===== src/rtl/seq_mul_pkg.sv =====
// Shared definitions for the batched multiply-accumulate stage that follows the
// 32-bit sequential shift-add multiplier.
//   MUL_N       : multiplier operand width (product bus is 2*MUL_N+1 bits)
//   ACC_GUARD   : guard bits added above the 2*MUL_N product width
//   acc_state_e : accumulator FSM states
//   count_width : width of a counter that must hold the values 0..batch
package seq_mul_pkg;

  localparam int unsigned MUL_N     = 32;
  localparam int unsigned ACC_GUARD = 8;

  typedef enum logic [0:0] {
    ACCUM = 1'b0,
    HOLD  = 1'b1
  } acc_state_e;

  function automatic int unsigned count_width(input int unsigned batch);
    return (batch < 1) ? 1 : $clog2(batch + 1);
  endfunction

endpackage


===== src/rtl/seq_mul_accum_valid_edge.sv =====
// Rising-edge detector on the multiplier's valid flag.
//   clock : rising-edge clock
//   reset : synchronous active-low reset
//   valid : multiplier result-valid (may be held high for many cycles)
//   cap   : one-cycle strobe, high when valid rises
// The history register resets to 1 so a valid held high through reset does not
// produce a capture until it falls and rises again.
module seq_valid_edge (
  input  logic clock,
  input  logic reset,
  input  logic valid,
  output logic cap
);

  logic valid_q;

  always_ff @(posedge clock) begin
    if (!reset) begin
      valid_q <= 1'b1;
    end else begin
      valid_q <= valid;
    end
  end

  assign cap = valid & ~valid_q;

endmodule


===== src/rtl/seq_mul_accum.sv =====
// Batched accumulator downstream of the sequential multiplier. Sums BATCH
// products (one per rising edge of valid) and holds the sum on a ready/valid
// handshake.
//   clock     : rising-edge clock shared with the multiplier
//   reset     : synchronous active-low reset
//   prodt_end : product bus; bit 2N is the multiplier's internal carry, ignored
//   valid     : multiplier result-valid
//   clear     : synchronous batch abort, active-high
//   acc_out   : batch sum, stable while acc_valid is high
//   acc_valid : batch result available
//   acc_ready : consumer accepts acc_out
//   count     : products accumulated in the current batch
//   ovf       : sticky carry-out of the accumulator within this batch
//   drop      : sticky, a product arrived while holding and was discarded
module seq_mul_accum
  import seq_mul_pkg::*;
#(
  parameter int unsigned N     = MUL_N,
  parameter int unsigned ACC_W = 2 * N + ACC_GUARD,
  parameter int unsigned BATCH = 4,
  localparam int unsigned CntW = count_width(BATCH)
) (
  input  logic             clock,
  input  logic             reset,
  input  logic [2*N:0]     prodt_end,
  input  logic             valid,
  input  logic             clear,
  output logic [ACC_W-1:0] acc_out,
  output logic             acc_valid,
  input  logic             acc_ready,
  output logic [CntW-1:0]  count,
  output logic             ovf,
  output logic             drop
);

  localparam logic [CntW-1:0] BatchCnt = CntW'(BATCH);
  localparam logic [CntW-1:0] OneCnt   = CntW'(1);

  acc_state_e       state_q;
  logic [ACC_W-1:0] acc_q;
  logic             acc_valid_q;
  logic [CntW-1:0]  count_q;
  logic             ovf_q;
  logic             drop_q;

  logic             cap;
  logic [ACC_W-1:0] prod;
  logic [ACC_W-1:0] sum;
  logic             carry;
  logic [CntW-1:0]  count_inc;
  logic             last_add;

  // The multiplier's internal carry bit is never part of the product.
  logic unused_prodt_carry;
  assign unused_prodt_carry = prodt_end[2*N];

  seq_valid_edge u_valid_edge (
    .clock (clock),
    .reset (reset),
    .valid (valid),
    .cap   (cap)
  );

  always_comb begin
    prod             = '0;
    prod[2*N-1:0]    = prodt_end[2*N-1:0];
    {carry, sum}     = {1'b0, acc_q} + {1'b0, prod};
    count_inc        = count_q + OneCnt;
  end

  assign last_add = (count_inc == BatchCnt);

  always_ff @(posedge clock) begin
    if (!reset) begin
      state_q     <= ACCUM;
      acc_q       <= '0;
      acc_valid_q <= 1'b0;
      count_q     <= '0;
      ovf_q       <= 1'b0;
      drop_q      <= 1'b0;
    end else if (clear) begin
      // Clear wins over both capture and handshake; a coincident capture is lost.
      state_q     <= ACCUM;
      acc_q       <= '0;
      acc_valid_q <= 1'b0;
      count_q     <= '0;
      ovf_q       <= 1'b0;
      drop_q      <= 1'b0;
    end else begin
      unique case (state_q)
        ACCUM: begin
          if (cap) begin
            acc_q   <= sum;
            ovf_q   <= ovf_q | carry;
            count_q <= count_inc;
            if (last_add) begin
              state_q     <= HOLD;
              acc_valid_q <= 1'b1;
            end
          end
        end
        HOLD: begin
          if (acc_ready) begin
            ovf_q <= 1'b0;
            if (cap) begin
              // Capture coincident with the handshake opens the next batch.
              acc_q   <= prod;
              count_q <= OneCnt;
              if (BATCH == 1) begin
                state_q     <= HOLD;
                acc_valid_q <= 1'b1;
              end else begin
                state_q     <= ACCUM;
                acc_valid_q <= 1'b0;
              end
            end else begin
              acc_q       <= '0;
              count_q     <= '0;
              state_q     <= ACCUM;
              acc_valid_q <= 1'b0;
            end
          end else if (cap) begin
            drop_q <= 1'b1;
          end
        end
        default: begin
          state_q <= ACCUM;
        end
      endcase
    end
  end

  assign acc_out   = acc_q;
  assign acc_valid = acc_valid_q;
  assign count     = count_q;
  assign ovf       = ovf_q;
  assign drop      = drop_q;

endmodule

===== config.mk =====
export PLATFORM = sky130hd
export DESIGN_NAME = seq_mul_accum
export DESIGN_NICKNAME = d
export VERILOG_FILES = /design/src/rtl/seq_mul_pkg.sv /design/src/rtl/seq_mul_accum_valid_edge.sv /design/src/rtl/seq_mul_accum.sv
export SDC_FILE = /design/constraint.sdc
export NUM_CORES = 1
export LEC_CHECK = 0
export BUFFER_PORTS_ARGS = -buffer_cell sky130_fd_sc_hd__buf_2
export CORE_ASPECT_RATIO = 0.7
export CORE_UTILIZATION = 52
export DETAILED_ROUTE_END_ITERATION = 8
export MAX_ROUTING_LAYER = met4
export PLACE_DENSITY = 0.88
export SETUP_SLACK_MARGIN = 0.4
export SLEW_MARGIN = 30
export SYNTH_ARGS = -nofsm -noshare
export SYNTH_HDL_FRONTEND = slang
export SYNTH_SLANG_ARGS = --single-unit
export TNS_END_PERCENT = 100

===== constraint.sdc =====
create_clock -name clock -period 3.2 [get_ports clock]
set_input_delay 0 -clock clock [delete_from_list [all_inputs] [get_ports clock]]
set_output_delay 0 -clock clock [all_outputs]
set_load 0.01 [all_outputs]

==> results of run 1 <==
metal layers:
metal / track usage / vias up / wire length [µm]
li1: - / 4084 / -
met1: 0.484 / 4145 / 12000
met2: 0.503 / 549 / 11200
met3: 0.0920 / 78 / 3250
met4: 0.137 / 0 / 775
met5: - / - / 0
logic make-up after synthesis:
logic type,Yosys count
adders and majority gates,67
muxes,2
DFF,80
buffers and inverters,91
AOI/OAI and AO/OA,428
and+or+nand+nor,290
xor gates and xnor gates,62
tightest hold or removal path, cell delays in order:
cell      delay (ns)
buf_2           0.12
a21oi_1         0.12
a211oi_1        0.07
registers in the layout, indices dropped and copies added, names as in the netlist:
register	cells
acc_valid	1
drop	1
ovf	1
acc_out	72
count	3
state_q	1
u_valid_edge.valid_q	1
area by class of cell:
type | instances | area, µm² | share of cell area
Clock buffer | 10 | 239 | 0.0245
Clock inverter | 6 | 75.1 | 0.00771
Timing Repair Buffer | 225 | 1370 | 0.140
Inverter | 16 | 60.1 | 0.00617
Tap cell | 190 | 238 | 0.0244
Antenna cell | 1 | 2.50 | 0.000257
Multi-Input combinational cell | 849 | 6150 | 0.631
Sequential cell | 80 | 1610 | 0.165
worst paths after layout:
kind	start	to	slack, ns	depth (start not counted)
setup / recovery	acc_out[0]	acc_out[64]	0.07	13
hold / removal	prodt_end[30]	acc_out[30]	0.003	3
setup reg to reg	acc_out[0]	acc_out[64]	0.07	13
hold reg to reg	acc_valid	acc_valid	0.46	2
power breakdown:
group	leakage, nW	switching [W]	internal [W]	total [W]
clock	0.152	0.000493	0.000640	0.00113
combinational	3.40	0.000433	0.000291	0.000724
sequential	0.651	0.0000189	0.00101	0.00103
total	4.20	0.000945	0.00194	0.00289
Yosys cell counts, drive strengths merged (2+ instances only):
| library cell | n |
|---|---|
| a21o | 37 |
| a21oi | 165 |
| and2 | 9 |
| nor2b | 4 |
| clkbuf | 56 |
| nor3 | 12 |
| o21a | 7 |
| a211oi | 40 |
| a221o | 2 |
| a21boi | 5 |
| nor2 | 68 |
| o211ai | 23 |
| nor4 | 4 |
| ha | 66 |
| dfxtp | 80 |
| or2 | 3 |
| o2111ai | 3 |
| o21bai | 15 |
| o31ai | 7 |
| nand3b | 2 |
| a32oi | 3 |
| nand2b | 10 |
| xor2 | 28 |
| a22oi | 7 |
| o22ai | 8 |
| a41oi | 3 |
| o21ai | 80 |
| a31oi | 7 |
| mux2i | 2 |
| inv | 16 |
| nand2 | 110 |
| nand3 | 20 |
| and3 | 15 |
| nand4 | 24 |
| nor3b | 2 |
| o41ai | 2 |
| or3 | 4 |
| a311oi | 2 |
| xnor2 | 34 |
| a221oi | 3 |
| buf | 19 |
through the flow:
stage / TNS, ns / instance area (µm²)
after floorplan: 0 / 7480
after global placement: 0 / 8490
after detailed placement: 0 / 8490
after CTS: 0 / 9220
after global routing: -0.0608 / 9740
final: 0 / 9740
timing repair:
action                     in CTS  in global routing
resized for setup              46                 85
pin swaps                      18                 36
hold endpoints to repair        7                  0
hold buffers                    8                  0
buffers inserted                9                 18
setup endpoints to repair      39                 43
==> impl_results.md, run 1 <==
* CP delay by family, top: compound AO/OA/AOI/OAI gates
* Share of flip-flops with an asynchronous set or reset at 0
* Status: finished clean
* Max-cap violations at 0
* Pre-CTS WS at 0.0614 ns
* Initial antenna violation count at 0
* CP endpoint kind: register
* Crit-path max cell delay at 0.46 ns
* Cell variety after synth at 71
* Initial Utilization at 0.534
* Clock Root Buffer: clkbuf_16
* Compound-Gate Fraction of Synth Area at 0.366
* Adder-Cell Fraction of Synth Area at 0.113
* # rows at 36
* Syn_nets at 1157
* PD cells at 297 nW/µm²
* Die X at 145 µm
* Clk_lat worst skew at 0.35 ns
* Post-route DRC at 0
* Detailed Route WL at 27200 µm
* Multiplexer share of the synthesized area at 0.00269
* Antenna-violating nets left at 0
* Commonest cells after routing, fill and taps aside: 147 x a21oi_1, 146 x buf_2, 106 x nand2_1
* Final worst setup slack at 0.0715 ns
* Placed Instances at 1325
* Final Hold Fails at 0
* Syn Area/Cell at 7.31 µm²
* Total gr overflow at 0
* RSZ-0062 raised after global routing: true
* Fin util at 0.698
* Core ar. at 14000 µm²
* CP max FO at 4
* WS Path Type: register to register
* Layout cells sized above 1 at 0.301
* H-tree depth at 3
* P&R area growth vs syn at 30.6%
* Cell chain of the critical path: ha_4 -> inv_2 -> fa_2 -> nand2b_4 -> a21o_1 -> a211oi_4 -> o211ai_1 -> a21bo_1 -> a2111o_1 -> a21o_1 -> and2_4 -> o2111ai_2 -> o31ai_2
* TritonCTS buffer count at 9
* Largest family of logic cells by synthesized area: compound AO/OA/AOI/OAI gates
* # IOs at 148
* Pre-Repair DR Iteration Count at 7
* Slew Limit Headroom at 0.515
* Required time of the critical path at 3.43 ns
* Syn Inst Count at 1020
* Cell taking the most area after synthesis: dfxtp_1
* Maximum clock frequency at 320 MHz
* Synth area leaders: dfxtp_1 21%, ha_1 11%, a21oi_1 11%
* Most common cell after layout, fill and taps aside: a21oi_1
* Sequential fraction of the synthesis area at 0.215
* First-pass GRT wire length at 40700 µm
* Die Span Y at 102 µm
* Leakage at 4.20 nW
* Synthesized area at 7460 µm²
* Hpwl dp at 18400 µm
* Final nets at 1318
* Number of flops mapped to enable cells by yosys at 0
* CTS tree: built
* Die area at 14800 µm²
* GPL Wtd Cong at 1.06
* Via count at 8856
* Starting DRT DRC Count at 972
* Final min period at 3.13 ns
* Slew Viols, Final at 0
* Vias in the first global route at 7802
* Worst hold slack at 0.00299 ns
* GRT Total Usage at 0.356
* Clk_skew at 0.00837 ns
* Synth top area share at 0.215
* WL per Instance at 19.8 µm
* Non-Filler Instances at 1377
* Hold Crit Class: input port to register
* WP data arrival at 3.35 ns
* Critical path's most frequent cell: a21o_1
* Synth Area in XOR/XNOR at 0.0728
* Post-Synth Simple-Gate Area at 0.181
* Largest net degree at the start of global routing at 41
* Worst-margin pin slew at 0.726 ns
* Number of synthesis warnings at 0
* Tcrit/Tclk final at 0.978
* Clock Path Buffers at 2
* CTS clk-pin slew, worst paths at 0.07 ns
* VDD IR max at 0.309 mV
* Critical path buffers and inverters at 1
* Vias per inst at 6.43
* Setup violations, final at 0
* CP startpoint kind: register
* Total clock sinks at 80
* # port buffers at 146
* Synth Flop Type: dfxtp_1
* Total power at 0.00289 W
* Yosys reg bits at 80
* Crit-path slowest cell: a2111o_1
* Filler cells at 1063
No activity file was read; power rests on OpenSTA's default activity.
==> run 2: changes to the inputs <==
--- a/config.mk
+++ b/config.mk
@@ -7,6 +7,7 @@
 export LEC_CHECK = 0
 export BUFFER_PORTS_ARGS = -buffer_cell sky130_fd_sc_hd__buf_2
 export CORE_ASPECT_RATIO = 0.7
+export CORE_MARGIN = 2
 export CORE_UTILIZATION = 52
 export DETAILED_ROUTE_END_ITERATION = 8
 export MAX_ROUTING_LAYER = met4
==> run 2 against run 1 <==
  * Wire length is 2.4% higher
  * Sequential power hardly changed
  * Via count is 1.0% higher
  * Global-route usage is 0.17 points lower
  * Non-clock buffer count is 16 higher
  * Sequential share of layout area is 0.39 points lower
  * Fmax is 0.12% higher
  * Register-to-register slack hardly changed
  * Flip-flop and latch count stayed put
  * Power is 0.64% lower
  * Worst setup slack better by 0.0036 ns
  * Clock skew is 0.0029 ns lower
==> impl_results.md, run 2 (synthesized netlist as in run 1, its figures left out) <==
* Hold Path Depth at 3 (unchanged)
* Minimum setup slack among reg-to-reg paths at 0.08 ns (about the same)
* Filler cells at 1110 (+4.4%)
* Required time of the critical path at 3.47 ns (+0.04 ns)
* Via count at 8946 (+1.0%)
* Total gr overflow at 0 (unchanged)
* TritonCTS buffer count at 9 (unchanged)
* WL per Instance at 20.0 µm (+1.3%)
* Maximum clock frequency at 320 MHz (+0.12%)
* Setup violations, final at 0 (unchanged)
* Layout cells sized above 1 at 0.317 (+0.0160)
* GRT Total Usage at 0.355 (-0.00175)
* Most common cell after layout, fill and taps aside: buf_2
* Worst hold slack at 0.0137 ns (+0.0107 ns)
* Core ar. at 14000 µm² (unchanged)
* Reg2reg end: acc_out[58]
* Die X at 147 µm (+1.4%)
* H-tree depth at 3 (unchanged)
* Vias per inst at 6.43 (about the same)
* Hold path endpoint: acc_out[52]
* Worst-margin pin slew at 0.787 ns (+0.0611 ns)
* Largest net degree at the start of global routing at 41 (unchanged)
* Max-cap violations at 0 (unchanged)
* R2r startpoint: acc_out[0]
* Leakage at 4.33 nW (+3.2%)
* Slew Limit Headroom at 0.474 (-0.0408)
* First-pass GRT wire length at 42900 µm (+5.4%)
* Clk_lat worst skew at 0.35 ns (about the same)
* PD cells at 288 nW/µm² (-3.1%)
* CP startpoint kind: register
* VDD IR max at 0.312 mV (+0.97%)
* Vias in the first global route at 8153 (+4.5%)
* Die area at 15300 µm² (+3.4%)
* RSZ-0062 raised after global routing: true
* Final nets at 1334 (+1.2%)
* P&R area growth vs syn at 33.9%
* Pre-Repair DR Iteration Count at 7 (unchanged)
* CTS clk-pin slew, worst paths at 0.07 ns (about the same)
* Die Span Y at 104 µm (+2.0%)
* CTS tree: built
* Clk_skew at 0.00548 ns (-0.00290 ns)
* Hold Crit Class: input port to register
* CP max FO at 3 (-1)
* Hpwl dp at 19000 µm (+2.9%)
* Largest register FFs at 72 (unchanged)
* Status: finished clean
* Clock Root Buffer: clkbuf_16
* # port buffers at 146 (unchanged)
* FF-to-FF path depth at 14 (+1)
* GPL Wtd Cong at 1.05 (-1.3%)
* HP Start: prodt_end[52]
* Commonest cells after routing, fill and taps aside: 146 x buf_2, 145 x a21oi_1, 108 x nand2_1
* Fin util at 0.715 (+0.0175)
* Final min period at 3.12 ns (-0.00362 ns)
* Ant diodes at 0 (-1)
* Tcrit/Tclk final at 0.977 (-0.00113)
* # IOs at 148 (unchanged)
* Slew Viols, Final at 0 (unchanged)
* Total clock sinks at 80 (unchanged)
* Post-route DRC at 0 (unchanged)
* WS Path Type: register to register
* WP data arrival at 3.39 ns (+0.04 ns)
* Final Hold Fails at 0 (unchanged)
* Clock Path Buffers at 2 (unchanged)
* Detailed Route WL at 27900 µm (+2.4%)
* Total power at 0.00287 W (-0.64%)
* CP endpoint kind: register
* # rows at 36 (unchanged)
* Antenna-violating nets left at 0 (unchanged)
* Initial Utilization at 0.534 (unchanged)
* Initial antenna violation count at 0 (unchanged)
* Starting DRT DRC Count at 926 (-4.7%)
==> run 2: worst max-delay path by stage <==
stage / start / to / slack (ns) / cells past startpoint
after CTS: acc_out[0] / acc_out[64] / 0.16 / 13
final: acc_out[0] / acc_out[58] / 0.08 / 14
after floorplan: acc_out[0] / acc_out[64] / 0.31 / 13
after global placement: acc_out[0] / acc_out[60] / 0.15 / 14
after global routing: acc_out[1] / acc_out[58] / -0.04 / 13
after detailed placement: acc_out[1] / acc_out[71] / 0.03 / 12
==> run 2: timing repair <==
item | CTS | global route
pin swaps | 28 | 54
gates resized for setup | 74 | 83
buffers inserted | 14 | 17
setup endpoints to repair | 38 | 42
hold endpoints to repair | 9 | 0
hold buffers | 10 | 0
==> run 2: layer usage <==
layer,GRT usage,share of wire
met1,0.499,0.44
met5,-,0
met3,0.0965,0.12
met2,0.487,0.42
met4,0.119,0.027
==> run 2: final cells by class <==
cell class                 count  area [µm²]  share of cell area
tap                          190         238              0.0238
inverter                      16        60.1             0.00602
multi-input combinational    849        6260               0.627
sequential                    80        1610               0.162
clock buffer                  10         229              0.0229
timing repair buffer         241        1510               0.152
clock inverter                 6        68.8             0.00689
==> run 2: worst max-delay path, stage by stage, from the launching register on <==
cell and delay, ns:
dfxtp_4 0.35, ha_4 0.12, inv_2 0.04, fa_2 0.34, nand2b_4 0.15, a21o_1 0.19
a211oi_4 0.26, o211ai_1 0.18, a21bo_1 0.22, a2111o_1 0.43, a21boi_2 0.18, buf_4 0.14
a21oi_4 0.05, xor2_1 0.15, a211oi_2 0.25
==> run 2: through the flow <==
stage | worst slack [ns] | cell area (µm²) | cells | TNS [ns]
after global routing | -0.0411 | 9980 | 1392 | -0.0906
after global placement | 0.152 | 8560 | 1335 | 0
after floorplan | 0.307 | 7480 | 1020 | 0
after CTS | 0.160 | 9500 | 1375 | 0
after detailed placement | 0.0329 | 8560 | 1335 | 0
final | 0.0751 | 9980 | 1392 | 0
==> run 2: report_power, final <==
| part | total [W] | leakage [nW] | internal, W | switching, W |
|---|---|---|---|---|
| clock | 0.00108 | 0.143 | 0.000610 | 0.000473 |
| combinational | 0.000754 | 3.54 | 0.000308 | 0.000446 |
| sequential | 0.00103 | 0.651 | 0.00101 | 0.0000196 |
| total | 0.00287 | 4.33 | 0.00193 | 0.000939 |
